==> src/rtl/pio_handshake_bridge.sv <==
// rtl/pio_handshake_bridge.sv - hardware endpoint of the PIO mailbox with four-phase handshakes and RX/TX FIFOs

module pio_hs_fifo #(
    parameter int DEPTH = 8,
    parameter int WIDTH = 16,
    localparam int CW = $clog2(DEPTH + 1)
) (
    input  logic             clk,
    input  logic             rst_n,
    input  logic [WIDTH-1:0] wr_data,
    input  logic             wr_en,
    input  logic             rd_en,
    output logic [WIDTH-1:0] rd_data,
    output logic             rd_valid,
    output logic             full,
    output logic [CW-1:0]    count
);
    localparam int PW = $clog2(DEPTH);
    localparam logic [CW-1:0] FULL_C = CW'(DEPTH);

    logic [WIDTH-1:0] mem [DEPTH];
    logic [PW-1:0]    wr_ptr;
    logic [PW-1:0]    rd_ptr;
    logic [CW-1:0]    mem_count;
    logic             head_valid;
    logic [WIDTH-1:0] head_data;
    logic             push;
    logic             pop;
    logic             load;

    // Occupancy counts the head register too, so full/empty reflect every stored word.
    assign count    = mem_count + {{(CW-1){1'b0}}, head_valid};
    assign full     = (count == FULL_C);
    assign push     = wr_en && !full;
    assign pop      = rd_en && head_valid;
    assign load     = (mem_count != '0) && (!head_valid || pop);
    assign rd_data  = head_data;
    assign rd_valid = head_valid;

    always_ff @(posedge clk) begin
        if (push) begin
            mem[wr_ptr] <= wr_data;
        end
    end

    always_ff @(posedge clk or negedge rst_n) begin
        if (!rst_n) begin
            wr_ptr     <= '0;
            rd_ptr     <= '0;
            mem_count  <= '0;
            head_valid <= 1'b0;
            head_data  <= '0;
        end else begin
            if (push) begin
                wr_ptr <= wr_ptr + PW'(1);
            end
            if (load) begin
                head_data <= mem[rd_ptr];
                rd_ptr    <= rd_ptr + PW'(1);
            end
            case ({push, load})
                2'b10:   mem_count <= mem_count + CW'(1);
                2'b01:   mem_count <= mem_count - CW'(1);
                default: mem_count <= mem_count;
            endcase
            if (load) begin
                head_valid <= 1'b1;
            end else if (pop) begin
                head_valid <= 1'b0;
            end
        end
    end
endmodule

module pio_handshake_bridge #(
    parameter int DEPTH       = 8,
    parameter int SYNC_STAGES = 2
) (
    input  logic        clk_clk,
    input  logic        reset_reset_n,
    input  logic [15:0] to_hw_port_export,
    input  logic [7:0]  to_hw_sig_export,
    output logic [15:0] to_sw_port_export,
    output logic [7:0]  to_sw_sig_export,
    output logic [15:0] rx_data,
    output logic [5:0]  rx_cmd,
    output logic        rx_valid,
    input  logic        rx_ready,
    input  logic [15:0] tx_data,
    input  logic        tx_valid,
    output logic        tx_ready
);
    localparam int CW = $clog2(DEPTH + 1);
    localparam logic [CW-1:0] FULL_C = CW'(DEPTH);

    typedef enum logic {RX_IDLE, RX_ACK} rx_state_t;
    typedef enum logic [1:0] {TX_IDLE, TX_VALID, TX_WAIT} tx_state_t;

    logic [7:0]  sync_q [SYNC_STAGES];
    logic [7:0]  s_sig;
    logic        s_req;
    logic        s_ack;
    logic [5:0]  s_cmd;
    rx_state_t   rx_state, rx_next;
    tx_state_t   tx_state, tx_next;
    logic        rx_push;
    logic        tx_pop;
    logic        hw_ack;
    logic        hw_valid;
    logic        rx_full;
    logic [CW-1:0] rx_count;
    logic [21:0] rx_head;
    logic        tx_full;
    logic [CW-1:0] tx_count;
    logic [15:0] tx_head;
    logic        tx_head_valid;
    logic [15:0] port_q;
    logic        rx_full_q;
    logic        tx_empty_q;

    always_ff @(posedge clk_clk or negedge reset_reset_n) begin
        if (!reset_reset_n) begin
            for (int i = 0; i < SYNC_STAGES; i++) begin
                sync_q[i] <= '0;
            end
        end else begin
            sync_q[0] <= to_hw_sig_export;
            for (int i = 1; i < SYNC_STAGES; i++) begin
                sync_q[i] <= sync_q[i-1];
            end
        end
    end

    assign s_sig = sync_q[SYNC_STAGES-1];
    assign s_req = s_sig[0];
    assign s_ack = s_sig[1];
    assign s_cmd = s_sig[7:2];

    always_ff @(posedge clk_clk or negedge reset_reset_n) begin
        if (!reset_reset_n) begin
            rx_state <= RX_IDLE;
            tx_state <= TX_IDLE;
        end else begin
            rx_state <= rx_next;
            tx_state <= tx_next;
        end
    end

    // Only the pin data is sampled raw; it is stable for as long as sw_req is high.
    always_comb begin
        rx_next = rx_state;
        rx_push = 1'b0;
        case (rx_state)
            RX_IDLE: if (s_req && !rx_full) begin
                rx_push = 1'b1;
                rx_next = RX_ACK;
            end
            RX_ACK:  if (!s_req) rx_next = RX_IDLE;
            default: rx_next = RX_IDLE;
        endcase

        tx_next = tx_state;
        tx_pop  = 1'b0;
        case (tx_state)
            TX_IDLE: if (tx_head_valid && !s_ack) begin
                tx_pop  = 1'b1;
                tx_next = TX_VALID;
            end
            TX_VALID: if (s_ack)  tx_next = TX_WAIT;
            TX_WAIT:  if (!s_ack) tx_next = TX_IDLE;
            default:  tx_next = TX_IDLE;
        endcase
    end

    always_comb begin
        hw_ack   = (rx_state == RX_ACK);
        hw_valid = (tx_state == TX_VALID);
    end

    pio_hs_fifo #(.DEPTH(DEPTH), .WIDTH(22)) u_rx_fifo (
        .clk      (clk_clk),
        .rst_n    (reset_reset_n),
        .wr_data  ({s_cmd, to_hw_port_export}),
        .wr_en    (rx_push),
        .rd_en    (rx_ready),
        .rd_data  (rx_head),
        .rd_valid (rx_valid),
        .full     (rx_full),
        .count    (rx_count)
    );

    pio_hs_fifo #(.DEPTH(DEPTH), .WIDTH(16)) u_tx_fifo (
        .clk      (clk_clk),
        .rst_n    (reset_reset_n),
        .wr_data  (tx_data),
        .wr_en    (tx_valid),
        .rd_en    (tx_pop),
        .rd_data  (tx_head),
        .rd_valid (tx_head_valid),
        .full     (tx_full),
        .count    (tx_count)
    );

    // Status bits deliberately lag the counts by one cycle.
    always_ff @(posedge clk_clk or negedge reset_reset_n) begin
        if (!reset_reset_n) begin
            port_q     <= '0;
            rx_full_q  <= 1'b0;
            tx_empty_q <= 1'b1;
        end else begin
            if (tx_pop) begin
                port_q <= tx_head;
            end
            rx_full_q  <= (rx_count == FULL_C);
            tx_empty_q <= (tx_count == '0);
        end
    end

    assign rx_data           = rx_head[15:0];
    assign rx_cmd            = rx_head[21:16];
    assign tx_ready          = !tx_full;
    assign to_sw_port_export = port_q;
    assign to_sw_sig_export  = {4'b0000, tx_empty_q, rx_full_q, hw_valid, hw_ack};
endmodule
==> config.mk <==
export PLATFORM = sky130hd
export DESIGN_NAME = pio_handshake_bridge
export DESIGN_NICKNAME = d
export VERILOG_FILES = /design/src/rtl/pio_handshake_bridge.sv
export SDC_FILE = /design/constraint.sdc
export NUM_CORES = 1
export LEC_CHECK = 0
export CAP_MARGIN = 5
export CELL_PAD_IN_SITES_DETAIL_PLACEMENT = 1
export CELL_PAD_IN_SITES_GLOBAL_PLACEMENT = 1
export CORE_MARGIN = 3
export CORE_UTILIZATION = 52
export DETAILED_ROUTE_END_ITERATION = 16
export GPL_TIMING_DRIVEN = 0
export PLACE_DENSITY_LB_ADDON = 0.25
export SETUP_SLACK_MARGIN = 0.4
export SYNTH_ARGS = -nofsm -noshare
export SYNTH_HDL_FRONTEND = slang
export SYNTH_SLANG_ARGS = --single-unit
==> constraint.sdc <==
create_clock -name clk_clk -period 5.3 [get_ports clk_clk]
set_input_delay 1.06 -clock clk_clk [delete_from_list [all_inputs] [get_ports clk_clk]]
set_output_delay 1.06 -clock clk_clk [all_outputs]
set_load 0.01 [all_outputs]
==> run metrics, run 1 <==
outcome=completed; largest net degree at the start of global routing=69; maximum fanout along the worst path=9; total power=10.7 mW; Core Region=29,100 um2; f_max=250 MHz; CP Launch Type=register; hold violation count in the final report=0; max incr delay on CP=0.50 ns; clock tree buffer depth=3; GRT overflow=0; Antenna Nets Post-Route=0; Async SR Flop Fraction=24.2%; Crit Path Category=register to output port; register area share after synthesis=74.4%; met2 Use GR=40.4%; Core Rows=62; Arr. time, crit path=2.95 ns; crit path time final=4.01 ns; peak supply drop=0.000314 V; fin crit share=75.6%; final setup violation count=0; Area contributors post-synth=edfxtp_1 (59%), dfrtp_1 (15%), mux4_2 (11%); detailed placement HPWL=22,900 um; number of synthesized flops with an enable pin=304; Clk Latency, worst-skew pair=0.54 ns; Area Growth Syn to Fin=20.4%; clock root cell=clkbuf_16; crit-path most repeated cell=ha_1; H-Tree Depth=2; Synth Area in Simple Gates=3.35%; Design Area, Final=18,700 um2; total track usage=23.3%; met3 Use GR=3.24%; Worst-Margin Slew=1.15 ns; Cell Chain, Critical Path=ha_1 -> ha_1 -> or2_2 -> o21ai_1 -> a21oi_1 -> nand2b_1 -> clkdlybuf4s50_1; met1 usage=31.0%; DRC Markers=0; hold_buf cts=0; dominant combinational cell family by area after synthesis=multiplexers; Adder-Cell Fraction of Synth Area=1.26%; P_leak=6.65 nW; Ys Warns=0; Slew headroom=22.7%; CTS tree=built; mux contribution to synthesized area=14.9%; Worst-path clk slew=0.06 ns; FILL cells=2,494; die width=179 um; synthesized area per cell=19.3 um2; Synth Area in XOR/XNOR=1.01%; Clock Sinks=401; #FFs+latches synth=401; routed via count=8,023; post-CTS sizing=0; Hold WS=0.351 ns; Synth area leader=edfxtp_1; Syn Inst Count=807; via/cell ratio=5.76; GRT Max-Usage Layer=met2; fin. max-slew vios=0; commonest non-fill, non-tap cells in the layout=edfxtp_1 (304), dfrtp_1 (96), clkdlybuf4s50_1 (86); layout cells sized above 1=24.3%; IO Port Bufs=87; pre-CTS setup slack=1.17 ns; first-pass GRT wire length=55,000 um; Hold Path Class=register to register; mapped cell area=15,500 um2; type of destination of the critical path=output port; Fin Setup TNS=0 ns; I/O Pins=92; Synth Area in Compound Gates=2.77%; Setup WS post-layout=1.29 ns; post-CTS setup buffer count=0; # nets final=1,034; Post-Route WL=36,000 um; Area after DPL=17,400 um2; wire per inst=25.8 um; Routability Congestion=0.758; clock skew=0.0283 ns; Required @ worst endpoint=4.24 ns; CP max stage cell=clkdlybuf4s50_1; RSZ-0062 raised after global routing=no; initial antenna violation count=1; vias in the first global route=8,803; first drt pass iteration count=5; number of buffers created by CTS=41; Synth top area share=58.8%; die area=32,000 um2; pwr/cell area=571 nW/um2; ys flop type=edfxtp_1; Die H=179 um; Distinct cells, synth=55; DRT iter0 DRCs=898; Starting Density=53.4%; MaxCap Viol Count=0; most common cell after layout, fill and taps aside=edfxtp_1
Yosys cell counts, drive strengths merged (2+ instances only):
cell type	n
edfxtp	304
nor4b	2
mux4	76
nand2b	7
nand2	31
nor2b	3
clkbuf	9
xor2	9
nor4	7
or2	2
buf	40
or3	3
xnor2	8
mux2	19
inv	12
nor3	5
mux2i	39
nand4	3
nand3	5
o21a	2
a21oi	32
dfrtp	96
a31oi	3
ha	14
nor2	29
a211o	4
o21ai	24
a211oi	3
nand4b	2
metrics by stage:
step / utilization [%] / cells
2_1_floorplan: - / 810
3_3_place_gp: 58.1 / 1281
3_5_place_dp: 59.7 / 1316
4_1_cts: 64.3 / 1391
5_1_grt: 64.3 / 1392
6_report: 64.3 / 1392
logic make-up after synthesis:
| group | Yosys count |
|---|---|
| AO/OA/AOI/OAI | 75 |
| XOR/XNOR | 17 |
| adder cells (fa/ha/maj) | 15 |
| buffers and inverters | 61 |
| flip-flops | 401 |
| multiplexers | 134 |
| other | 1 |
| AND/OR/NAND/NOR | 103 |
flip-flops by register name (all words and copies together) (netlist names):
register             cells
u_rx_fifo.mem_count      4
sync_q                   8
u_rx_fifo.rd_data       22
s_sig                    8
hw_ack                   1
u_tx_fifo.mem          128
u_tx_fifo.rd_data       16
tx_empty_q               1
to_sw_port_export       16
u_rx_fifo.wr_ptr         3
u_rx_fifo.rd_ptr         3
u_tx_fifo.rd_ptr         3
tx_state                 2
u_tx_fifo.mem_count      4
u_tx_fifo.wr_ptr         3
u_rx_fifo.mem          176
rx_full_q                1
u_tx_fifo.rd_valid       1
u_rx_fifo.rd_valid       1
report_power, final:
group / internal, mW / switching [mW]
Combinational: 1.59 / 1.78
Clock: 1.69 / 1.19
Sequential: 4.08 / 0.342
Total: 7.37 / 3.32
layout make-up:
cell class                      count  area, um2  share of cell area, %
Antenna cell                        1       2.50                 0.0134
Buffer                             49        310                   1.66
Clock buffer                       54       1120                   6.01
Clock inverter                     21        216                   1.16
Inverter                           12       45.0                  0.241
Multi-Input combinational cell    348       3730                   19.9
Sequential cell                   401      11600                   61.8
Tap cell                          384        480                   2.57
Timing Repair Buffer              122       1240                   6.64
path summary, 6_finish.rpt:
| path | slack (ns) | end | start | cells past startpoint |
|---|---|---|---|---|
| hold reg to reg | 0.35 | s_sig[0]$_DFF_PN0_ | sync_q[8]$_DFF_PN0_ | 0 |
| setup / recovery | 1.29 | tx_ready | u_tx_fifo.rd_valid$_DFFE_PN0P_ | 7 |
| hold / removal | 0.35 | s_sig[0]$_DFF_PN0_ | sync_q[8]$_DFF_PN0_ | 0 |
| max in group asynchronous | 4.08 | s_sig[4]$_DFF_PN0_ | reset_reset_n | 2 |
| min in group asynchronous | 0.47 | u_rx_fifo.rd_data[8]$_DFFE_PN0P_ | reset_reset_n | 1 |
| setup reg to reg | 1.61 | u_tx_fifo.mem_count[3]$_DFFE_PN0P_ | u_tx_fifo.rd_valid$_DFFE_PN0P_ | 11 |
routing by layer:
metal | part of all wire, % | wire length, um | vias to the layer above
li1 | - | - | 3502
met1 | 41 | 14700 | 4238
met2 | 52 | 18800 | 219
met3 | 4.2 | 1530 | 64
met4 | 2.6 | 922 | 0
met5 | 0 | 0 | -
critical path, delay by kind of cell, from the launching register on:
family / cells / cell delay, ns
AOI/OAI and AO/OA: 2 / 0.56
buffers and inverters: 1 / 0.50
adders and majority gates: 2 / 0.47
and+or+nand+nor: 2 / 0.46
DFF: 1 / 0.44
(Power assumes the default switching activity.)
==> inputs of run 2 (changes only) <==
--- a/config.mk
+++ b/config.mk
@@ -9,7 +9,7 @@
 export CELL_PAD_IN_SITES_DETAIL_PLACEMENT = 1
 export CELL_PAD_IN_SITES_GLOBAL_PLACEMENT = 1
 export CORE_MARGIN = 3
-export CORE_UTILIZATION = 52
+export CORE_UTILIZATION = 47
 export DETAILED_ROUTE_END_ITERATION = 16
 export GPL_TIMING_DRIVEN = 0
 export PLACE_DENSITY_LB_ADDON = 0.25
==> constraint.sdc (replaced) <==
create_clock -name clk_clk -period 3.55 [get_ports clk_clk]
set_input_delay 0.71 -clock clk_clk [delete_from_list [all_inputs] [get_ports clk_clk]]
set_output_delay 0.71 -clock clk_clk [all_outputs]
set_load 0.01 [all_outputs]
==> run 2 against run 1 <==
Compared with the run above: wire length fell by 6.7%; hold slack got worse by 0.22 ns; global-route usage fell by 3.8 points; critical path depth did not move; utilization fell by 5.5 points; sequential share of layout area fell by 0.39 points; sequential power rose by 48%; first-iteration DRC count fell by 47%; power rose by 47%; register-to-register slack got worse by 1.0 ns; cell count rose by 4.7%; critical endpoint unchanged.
==> run metrics, run 2 (synthesized netlist as in run 1, its figures left out) <==
Arr. time, crit path=2.29 ns (-0.66 ns); P_leak=6.69 nW (+0.55%); WL met1=14,500 um (-1.1%); Slew headroom=30.4% (+7.8 points); Cell Count, Final, Fillers Out=1,457 (+4.7%); Required @ worst endpoint=2.84 ns (-1.40 ns); Worst-path clk slew=0.06 ns (about the same); Antenna Cells=0 (-1); max FFs per register=176 (unchanged); Worst-Margin Slew=1.04 ns (-0.113 ns); total track usage=19.5% (-3.8 points); vias in the first global route=8,816 (+0.15%); final setup violation count=0 (unchanged); Worst Reg2Reg Path Length in Cells=14 (+3); CP max stage cell=dfrtp_1; RSZ-0062 raised after global routing=no; max layer used=met4; Buf+Inv Stages, Crit Path=1 (unchanged); peak supply drop=0.000454 V (+45%); Hold Path Class=primary input to async pin; met3 routed WL=1290 um (-16%); H-Tree Depth=2 (unchanged); Die H=188 um (+5.0%); clock tree buffer depth=3 (unchanged); CP Launch Type=register; first drt pass iteration count=5 (unchanged); layout cells sized above 1=25.3% (+1.0 points); CP delay by family, top=simple AND/OR/NAND/NOR gates; Hold WS=0.127 ns (-0.224 ns); most common cell after layout, fill and taps aside=edfxtp_1; f_max=333 MHz; DRC Markers=0 (unchanged); Clock Sinks=401 (unchanged); pre-CTS setup slack=-0.309 ns (-1.48 ns); wire per inst=23.0 um (-11%); CTS tree=built; outcome=completed; type of destination of the critical path=output port; Storage cell area=11,600 um2 (about the same); first-pass GRT wire length=52,900 um (-3.8%); fin. max-slew vios=0 (unchanged); Routability Congestion=0.727 (-4.1%); routed via count=7,999 (-0.30%); Antenna Nets Post-Route=0 (unchanged); maximum fanout along the worst path=5 (-4); max incr delay on CP=0.41 ns (-0.09 ns); pwr/cell area=836 nW/um2 (+46%); Setup WS post-layout=0.551 ns (-0.743 ns); Area Growth Syn to Fin=21.2%; FILL cells=2,834 (+14%); commonest non-fill, non-tap cells in the layout=edfxtp_1 (304), dfrtp_1 (94), clkdlybuf4s50_1 (85); WP depth=7 (unchanged); hold_buf cts=0 (unchanged); area occupied by multi-input gates=3770 um2 (+1.1%); fin crit share=84.5%; RR Startpoint=u_rx_fifo.mem_count[0]$_DFFE_PN0P_; die area=35,300 um2 (+10%); Post-Route WL=33,600 um (-6.7%); I/O Pins=92 (unchanged); die width=188 um (+5.0%); largest net degree at the start of global routing=68 (-1.4%); crit path launch=u_tx_fifo.rd_valid$_DFFE_PN0P_; Clk Latency, worst-skew pair=0.53 ns (about the same); GRT overflow=0 (unchanged); Core Rows=65 (+4.8%); Core Region=32,000 um2 (+10%); initial antenna violation count=1 (unchanged); number of buffers created by CTS=42 (+2.4%); met2 wire len=17,200 um (-8.7%); hold violation count in the final report=0 (unchanged); MaxCap Viol Count=0 (unchanged); clock root cell=clkbuf_16; # nets final=1,050 (+1.5%); via/cell ratio=5.49 (-4.7%); Placed Cells=1,368 (+4.0%); IO Port Bufs=87 (unchanged); Fin Setup TNS=0 ns (unchanged); Cell Chain, Critical Path=ha_2 -> ha_1 -> or2_2 -> o21ai_4 -> a21oi_2 -> nand2b_1 -> clkdlybuf4s15_1; clock skew=0.0110 ns (-0.0173 ns); Largest Register=u_rx_fifo.mem; DRT iter0 DRCs=473 (-47%); crit path time final=3.00 ns; Crit Path Category=register to output port; detailed placement HPWL=22,600 um (-1.4%); r2r setup slk=0.59 ns (-1.02 ns); Starting Density=48.5% (-4.9 points)
==> run 2: cell count changes in the layout (fill, tap and decap cells not counted), moves of 3 or more <==
cell and change:
clkbuf_1 +5, buf_4 +17, clkinv_1 +4, buf_8 -3
clkbuf_8 -5, clkinvlp_4 -3
==> run 2: power breakdown <==
part / internal [mW] / switching, mW
combinational: 2.44 / 2.65
clock: 2.37 / 1.72
sequential: 6.09 / 0.466
==> run 2: timing repair <==
| item | CTS | global route |
|---|---|---|
| gates cloned | 0 | 0 |
| pin swaps | 0 | 2 |
| endpoints found under the setup margin | 5 | 9 |
| setup buffers | 1 | 13 |
| resized for setup | 10 | 5 |
==> run 2: cell type report <==
type	count	share of cell area (%)
buffer	49	1.65
sequential	401	61.4
clock inverter	18	0.731
multi-input combinational	348	20.0
inverter	12	0.239
timing repair buffer	137	7.09
clock buffer	57	5.99
tap	435	2.89
==> run 2: metal layers <==
metal / GRT usage [%] / vias to the layer above
met2: 33.6 / 174
met1: 26.4 / 4244
met3: 2.49 / 45
li1: - / 3536
met5: 0 / -
met4: 5.08 / 0
==> run 2: worst reg2reg max path, cell delays in order (launching register included) <==
cell,delay (ns)
dfrtp_2,0.45
ha_1,0.22
ha_1,0.19
xor2_1,0.15
or3_4,0.36
o21ai_2,0.20
buf_6,0.17
ha_1,0.14
clkbuf_2,0.18
xor2_1,0.09
ha_1,0.18
a21oi_1,0.15
xor2_1,0.16
nor2_1,0.06
xor2_1,0.14
==> run 2: worst paths after layout <==
path / to
worst max register to register: u_rx_fifo.mem_count[2]$_DFFE_PN0P_
worst min-delay path: u_rx_fifo.rd_data[11]$_DFFE_PN0P_
worst max-delay path: tx_ready
max in group asynchronous: s_sig[6]$_DFF_PN0_
min in group clk_clk: s_sig[1]$_DFF_PN0_
worst min register to register: s_sig[1]$_DFF_PN0_
==> run 2: stage by stage <==
stage               cell area (um2)  util (%)  power [mW]
floorplan                     15500         -        9.69
global placement              17000      52.9        11.3
detailed placement            17400      54.3        11.7
CTS                           18700      58.4        15.9
global route                  18800      58.8        16.6
finish                        18800      58.8        15.7
